### src/rtl/inst_widener.sv
`default_nettype none
// ============================================================================
//  Module      : inst_widener
//  Description : Bridges a 32-bit core instruction-fetch port onto a wide
//                instruction-memory port (WIDE_DATA_WIDTH bits). A single
//                line buffer serves sequential fetches inside one line
//                without issuing a new wide request.
//
//  Ports
//    clk, rst                 clock, synchronous active-high reset
//    flush                    one-cycle pulse, invalidates the line (fence.i)
//    core_i_narrow_*          core side, req/gnt/rvalid slave, 32-bit data
//    core_i_wide_*            memory side, req/gnt/rvalid master, wide data
//
//  Optional build macro
//    INST_WIDENER_STATS_EN    adds stats_clr input and saturating
//                             hit_cnt / miss_cnt outputs
//
//  Revision    : 1.0  initial release
// ============================================================================
module inst_widener #(
    parameter int WIDE_DATA_WIDTH = 128
) (
    input  logic                       clk,
    input  logic                       rst,
    input  logic                       flush,
    input  logic                       core_i_narrow_req,
    input  logic [31:0]                core_i_narrow_addr,
    output logic                       core_i_narrow_gnt,
    output logic                       core_i_narrow_rvalid,
    output logic [31:0]                core_i_narrow_rdata,
    output logic                       core_i_wide_req,
    output logic [31:0]                core_i_wide_addr,
    input  logic                       core_i_wide_gnt,
    input  logic                       core_i_wide_rvalid,
    input  logic [WIDE_DATA_WIDTH-1:0] core_i_wide_rdata
`ifdef INST_WIDENER_STATS_EN
    ,
    input  logic                       stats_clr,
    output logic [31:0]                hit_cnt,
    output logic [31:0]                miss_cnt
`endif
);

    localparam int WORDS = WIDE_DATA_WIDTH / 32;
    localparam int OFFS  = $clog2(WIDE_DATA_WIDTH / 8);
    localparam int IDXW  = OFFS - 2;

    typedef enum logic [1:0] {
        ST_IDLE  = 2'd0,
        ST_WREQ  = 2'd1,
        ST_WWAIT = 2'd2
    } state_t;

    state_t                     r_state;
    state_t                     w_state_nxt;
    logic                       r_line_valid;
    logic [31:OFFS]             r_line_tag;
    logic [WIDE_DATA_WIDTH-1:0] r_line_data;
    logic [31:OFFS]             r_miss_addr;
    logic                       r_flush_pend;
    logic                       r_wide_req;
    logic                       r_rvalid;
    logic [31:0]                r_rdata;

    logic [31:OFFS]             w_tag;
    logic [IDXW-1:0]            w_idx;
    logic                       w_hit;
    logic                       w_gnt;
    logic                       w_miss;
    logic                       w_refill_done;
    logic [31:0]                w_words [WORDS];
    logic                       w_unused;

    // Word-select view of the line buffer.
    generate
        for (genvar gi = 0; gi < WORDS; gi++) begin : g_word
            assign w_words[gi] = r_line_data[32*gi +: 32];
        end
    endgenerate

    assign w_tag    = core_i_narrow_addr[31:OFFS];
    assign w_idx    = core_i_narrow_addr[OFFS-1:2];
    assign w_unused = ^core_i_narrow_addr[1:0];

    // A same-cycle flush suppresses the hit so the request becomes a miss.
    assign w_hit  = (r_state == ST_IDLE) && r_line_valid &&
                    (w_tag == r_line_tag) && !flush;
    assign w_gnt  = core_i_narrow_req && w_hit;
    assign w_miss = (r_state == ST_IDLE) && core_i_narrow_req && !w_hit;
    assign w_refill_done = (r_state == ST_WWAIT) && core_i_wide_rvalid;

    always_comb begin
        w_state_nxt = r_state;
        case (r_state)
            ST_IDLE:  if (w_miss)              w_state_nxt = ST_WREQ;
            ST_WREQ:  if (core_i_wide_gnt)     w_state_nxt = ST_WWAIT;
            ST_WWAIT: if (core_i_wide_rvalid)  w_state_nxt = ST_IDLE;
            default:                           w_state_nxt = ST_IDLE;
        endcase
    end

    always_ff @(posedge clk) begin
        if (rst) begin
            r_state      <= ST_IDLE;
            r_line_valid <= 1'b0;
            r_line_tag   <= '0;
            r_line_data  <= '0;
            r_miss_addr  <= '0;
            r_flush_pend <= 1'b0;
            r_wide_req   <= 1'b0;
            r_rvalid     <= 1'b0;
            r_rdata      <= '0;
        end else begin
            r_state  <= w_state_nxt;
            r_rvalid <= w_gnt;
            if (w_gnt) begin
                r_rdata <= w_words[w_idx];
            end

            if ((r_state == ST_IDLE) && flush) begin
                r_line_valid <= 1'b0;
            end

            if (w_miss) begin
                r_miss_addr <= w_tag;
                r_wide_req  <= 1'b1;
            end

            if ((r_state == ST_WREQ) && core_i_wide_gnt) begin
                r_wide_req <= 1'b0;
            end

            // A flush seen while a refill is in flight must not let the
            // incoming (possibly stale) line become valid.
            if ((r_state != ST_IDLE) && flush) begin
                r_flush_pend <= 1'b1;
            end

            if (w_refill_done) begin
                r_line_data  <= core_i_wide_rdata;
                r_line_tag   <= r_miss_addr;
                r_line_valid <= !(r_flush_pend || flush);
                r_flush_pend <= 1'b0;
            end
        end
    end

    assign core_i_narrow_gnt    = w_gnt;
    assign core_i_narrow_rvalid = r_rvalid;
    assign core_i_narrow_rdata  = r_rdata;
    assign core_i_wide_req      = r_wide_req;
    assign core_i_wide_addr     = {r_miss_addr, {OFFS{1'b0}}};

`ifdef INST_WIDENER_STATS_EN
    logic        r_refill_done;
    logic [31:0] r_hit_cnt;
    logic [31:0] r_miss_cnt;

    // The gnt right after a refill serves the request that missed; it is
    // already accounted for as a miss and is not counted as a hit.
    always_ff @(posedge clk) begin
        if (rst) begin
            r_refill_done <= 1'b0;
            r_hit_cnt     <= '0;
            r_miss_cnt    <= '0;
        end else begin
            r_refill_done <= w_refill_done;
            if (stats_clr) begin
                r_hit_cnt  <= '0;
                r_miss_cnt <= '0;
            end else begin
                if (w_gnt && !r_refill_done && (r_hit_cnt != 32'hFFFF_FFFF)) begin
                    r_hit_cnt <= r_hit_cnt + 32'd1;
                end
                if (w_miss && (r_miss_cnt != 32'hFFFF_FFFF)) begin
                    r_miss_cnt <= r_miss_cnt + 32'd1;
                end
            end
        end
    end

    assign hit_cnt  = r_hit_cnt;
    assign miss_cnt = r_miss_cnt;
`endif

endmodule
`default_nettype wire

### config.mk
export PLATFORM = sky130hd
export DESIGN_NAME = inst_widener
export DESIGN_NICKNAME = d
export VERILOG_FILES = /design/src/rtl/inst_widener.sv
export SDC_FILE = /design/constraint.sdc
export NUM_CORES = 1
export LEC_CHECK = 0
export ABC_AREA = 1
export BUFFER_PORTS_ARGS = -buffer_cell sky130_fd_sc_hd__buf_2
export CAP_MARGIN = 40
export CORE_UTILIZATION = 60
export CTS_BUF_LIST = sky130_fd_sc_hd__clkbuf_2
export DETAILED_ROUTE_END_ITERATION = 8
export HOLD_SLACK_MARGIN = 0.05
export PLACE_DENSITY_LB_ADDON = 0.1
export SKIP_CTS_REPAIR_TIMING = 1
export SLEW_MARGIN = 20
export SYNTH_ARGS = -nofsm -noshare
export SYNTH_HDL_FRONTEND = slang
export SYNTH_SLANG_ARGS = --single-unit
### constraint.sdc
create_clock -name clk -period 3.55 [get_ports clk]
set_input_delay 0.355 -clock clk [delete_from_list [all_inputs] [get_ports clk]]
set_output_delay 0.355 -clock clk [all_outputs]
set_load 0.02 [all_outputs]
Yosys cells after proc, flatten, opt, wreduce, memory -nomap -nowiden. Index checks and enable logic that the tools add are counted.

Add/subtract/negate cells: 0. Multiplexer cells: 9. Multipliers: 0. Bitwise logic cells: 1. Divide/modulo/power cells: 0. Order comparisons: 1. Shifts and indexed selects: 0. Reduce and logical (&&, ||, !) cells: 20. Eq/ne operators: 6.

Operators with widths (number): 32-bit binary-select mux with 2-bit select (1); 32-bit two-way mux (2); 28-bit equality test (1); 1-bit logical AND (10); 2-bit two-way mux (3); 2-bit inequality test, second input constant (3); 2-bit one-hot mux with 3 select lines (1); 2-bit nonzero test (2); 2-bit OR reduction (2); 3-bit greater-or-equal comparator, second input constant (1); 1-bit zero test (3); 2-bit inverter with 3-bit output (1); 3-bit AND reduction (1); 2-bit by 1-bit equality test with 1-bit output, second input constant (1); 2-bit equality test, second input constant (1); 2-bit zero test (1); 1-bit two-way mux (2); 1-bit logical OR (1).

Bits in registers: 222. Logic and storage cells: 46. Memories: 0. Bits in writable memories: 0. Input bits: 166. Memory bits (read-only): 0. Bits in latches: 0.

Depth between registers and ports, before layout.
Word-level depth: 8. Mapped depth: 14. Mapped depth without buffers: 12.

Least setup slack after synthesis. Ideal clock, no wire load.

Path type: in2out. Start: input port core_i_narrow_addr[5]. End: output port core_i_narrow_gnt. Required time: 3.195 ns. Data arrival time: 1.193 ns. Path slack: 2.002 ns. Path buffers: 0. Stages on the path: 8. Cell sequence: inv_1 nand2_1 nand2_1 nor3b_1 nand3b_1 nor2_1 nand2_1 nor2_1.

Word-level cells in the longest chain between the ends: 4.

RTL lines: start: declaration (RTL line 28) `input logic [31:0] core_i_narrow_addr,`; 28-bit equality test (RTL line 88) `(w_tag == r_line_tag) && !flush;`; 1-bit logical AND (RTL line 87) `assign w_hit = (r_state == ST_IDLE) && r_line_valid &&`; 1-bit logical AND (RTL line 88); 1-bit logical AND (RTL line 89) `assign w_gnt = core_i_narrow_req && w_hit;`; end: declaration (RTL line 29) `output logic core_i_narrow_gnt,`.

Every way passes these cells.

Worst setup path after layout.
Start: register r_line_tag[20] in the netlist's numbering. End: output port core_i_narrow_gnt.

Word-level cells in the longest chain between the ends: 4.

RTL lines: start: declaration (RTL line 58) `logic [31:OFFS] r_line_tag;`; start signal: assignment (RTL line 142) `r_line_tag <= r_miss_addr;`; 28-bit equality test (RTL line 88); 1-bit logical AND (RTL line 87); 1-bit logical AND (RTL line 88); 1-bit logical AND (RTL line 89).

Every way passes these cells.

==> impl_metrics.py <==
metrics = {
    "synth": {
        "synth_ff_type": "dfxtp_1",
        "synth_area_sq_mm": 0.00955,
        "synth_cell_types": 24,
        "yosys_warnings": 0,
        "postSynthCellCount": 1415,
        "avgSynthCellArea_sq_um": 6.75,
        "synth-seq-cells": 222,
        "synth_compound_area_share_pct": 13.4,
        "synth_mux_area_share_pct": 0,
        "synth_edf_count": 0,
        "synth_top_family_by_area": "simple AND/OR/NAND/NOR gates",
        "ys_seq_area_share_pct": 46.5,
        "synthXorXnorAreaFrac_pct": 0.275,
        "synth_simple_gate_area_share_pct": 29.1,
        "synth-async-reset-ratio_pct": 0,
        "synth_adder_area_share_pct": 0,
    },
    "placement": {
        "pre_cts_slack_ps": 1240,
        "gp_congestion": 0.911,
        "hpwl_mm": 16.2,
        "io_buffers": 226,
    },
    "die": {
        "core_area_sq_mm": 0.0154,
        "io_pins": 233,
        "die_area_sq_mm": 0.0164,
        "die_w_um": 128,
        "start_util_pct": 62.1,
        "die_y_um": 128,
        "fp-row-count": 45,
    },
    "worst_setup_path": {
        "crit_path_frequent_cell": "nor2_1",
        "cp.required_ps": 3190,
        "worstPathCellList": "xnor2_1, nand2_1, nor2_1, nand4_1, nor2_1, nand2_1, nor2_1, buf_2",
        "critPathMaxStageDelay_ps": 340,
        "arrival_ps": 2220,
        "start_kind": "register",
        "slowest_stage": "dfxtp_1",
        "path_class": "reg2out",
        "cp-end-kind": "primary output",
        "critPathMaxFanout": 2,
    },
    "global_routing": {
        "grt_start_max_net_pins": 73,
        "grt_pass1_wl_mm": 39.8,
        "overflow": 0,
        "antenna_found_initial": 1,
        "grt_pass1_vias": 8462,
        "grt_use_total_pct": 30.3,
    },
    "timing": {
        "hold_viol": 0,
        "setup_violations": 0,
        "relSlewSlack_pct": 50.2,
        "fin_skew_ps": 54.3,
        "drv_slew": 0,
        "worstMarginPinSlew_ps": 747,
        "period_share_pct": 72.6,
        "timing.final.ws_setup_ps": 972,
        "finalSetupTns_ps": 0,
        "max_freq_mhz": 388,
        "rsz0062_at_grt": "no",
        "period_needed_ps": 2580,
        "whs_ps": 159,
    },
    "drt": {
        "drc_errors": 2,
        "first_pass_iters": 9,
        "final_antenna_net_count": 0,
        "dr_total_vias": 10800,
        "initialDrtViolationCount": 1121,
        "wl_per_cell_um": 15.5,
        "routed_wirelength_mm": 31.4,
        "viasPerCell": 5.32,
    },
    "clock_network": {
        "clock_latency_ps": 810,
        "clock_sinks": 222,
        "cts_tree": "yes",
        "cts.clk_slew.worst_paths_ps": 110,
        "clock_tree.buffer_depth": 3,
        "cts_max_level": 2,
        "cts-buffers-inserted": 54,
        "clockRootBuffer": "clkbuf_2",
    },
    "pwr": {
        "powerDensity_mw_per_mm2": 372,
        "p_leak_nw": 6.32,
        "ir_drop_mv": 0.258,
    },
    "final_layout": {
        "fillCellCount": 982,
        "seqCellArea_sq_mm": 0.00444,
        "mostFrequentLayoutCells": "nand2_1 (443), buf_2 (225), dfxtp_1 (222)",
        "synthToLayoutAreaGrowth_pct": 34.1,
        "drive_gt1_share_pct": 18.7,
        "fin_nets": 1953,
        "multi_input_area_sq_mm": 0.00413,
        "layout_commonest_cell": "nand2_1",
        "fin_util_pct": 83.3,
    },
    "worst_hold_path": {
        "min_path_type": "in2reg",
    },
    "outcome": {
        "status": "finished, violations left",
        "violations": "design-rule violations",
    },
    "job": {
        "maxCapViolations": 0,
    },
}
[final timing paths]
path,start,endpoint,slack (ps),depth (start not counted)
min,core_i_narrow_req,r_miss_addr[17],160,5
max reg2reg,r_state[1],r_line_data[38],1150,7
max,r_line_tag[20],core_i_narrow_gnt,970,8
min reg2reg,r_miss_addr[5],r_line_tag[5],460,2
[stage by stage]
stage | total power [mW] | instances | instance area [sq um]
final | 4.77 | 2028 | 12800
after global routing | 4.98 | 2026 | 12800
after CTS | 4.61 | 1863 | 11200
after detailed placement | 3.12 | 1780 | 10800
after global placement | 3.11 | 1777 | 10700
after floorplan | 2.92 | 1418 | 9560
[registers in the layout, summed over array words and instances (netlist names)]
| name | count |
|---|---|
| r_line_data | 128 |
| core_i_narrow_rdata | 32 |
| r_line_tag | 28 |
| r_miss_addr | 28 |
| r_state | 2 |
| core_i_narrow_rvalid | 1 |
| core_i_wide_req | 1 |
| r_flush_pend | 1 |
| r_line_valid | 1 |
[kinds of logic after synthesis]
kind of cell | Yosys count
and+or+nand+nor | 680
AOI/OAI and AO/OA | 256
buffers and inverters | 253
DFF | 222
xor gates and xnor gates | 3
other | 1
[Yosys cell counts (2+ instances only)]
master	n	area share, %
buf_1	6	0.24
nor2_1	115	4.5
dfxtp_1	222	47
nor3_1	3	0.16
buf_4	6	0.47
nand2_1	445	17
nand3_1	91	4.8
nand3b_1	2	0.16
nand4_1	8	0.52
inv_2	2	0.079
clkbuf_1	57	2.2
buf_6	2	0.24
nand3_2	11	1.2
inv_1	161	6.3
o21ai_0	157	8.2
xnor2_1	3	0.28
a21oi_1	98	5.1
buf_2	19	1.0
nand2_2	2	0.13
[worst max-delay path: cells and delay by family (launching register included)]
family                    cells  cell delay [ps]
DFF                           1              340
and+or+nand+nor               6              650
buffers and inverters         1              160
xor gates and xnor gates      1              290
[layer usage]
layer  wire length [um]  GRT usage (%)  share of wire (%)  vias to the layer above
met5                  0              0                  0                        -
met4               1030           10.9                3.3                        0
met3               3140           6.93                 10                      107
met2              15100           48.1                 48                      664
met1              12100           40.5                 39                     4861
li1                   -              -                  -                     5167
[power by group]
group | internal (mW) | switching [mW] | total, mW
Sequential | 2.54 | 0.0349 | 2.58
Combinational | 0.299 | 0.358 | 0.657
Clock | 0.552 | 0.981 | 1.53
Total | 3.40 | 1.37 | 4.77
[final cells by class]
cell class	instances	share of cell area (%)
Timing Repair Buffer	403	23.0
Antenna cell	3	0.0586
Clock buffer	75	2.93
Multi-Input combinational cell	943	32.2
Tap cell	211	2.06
Sequential cell	222	34.7
Inverter	163	4.80
Clock inverter	8	0.244
Power figures use the tool's default switching activity.
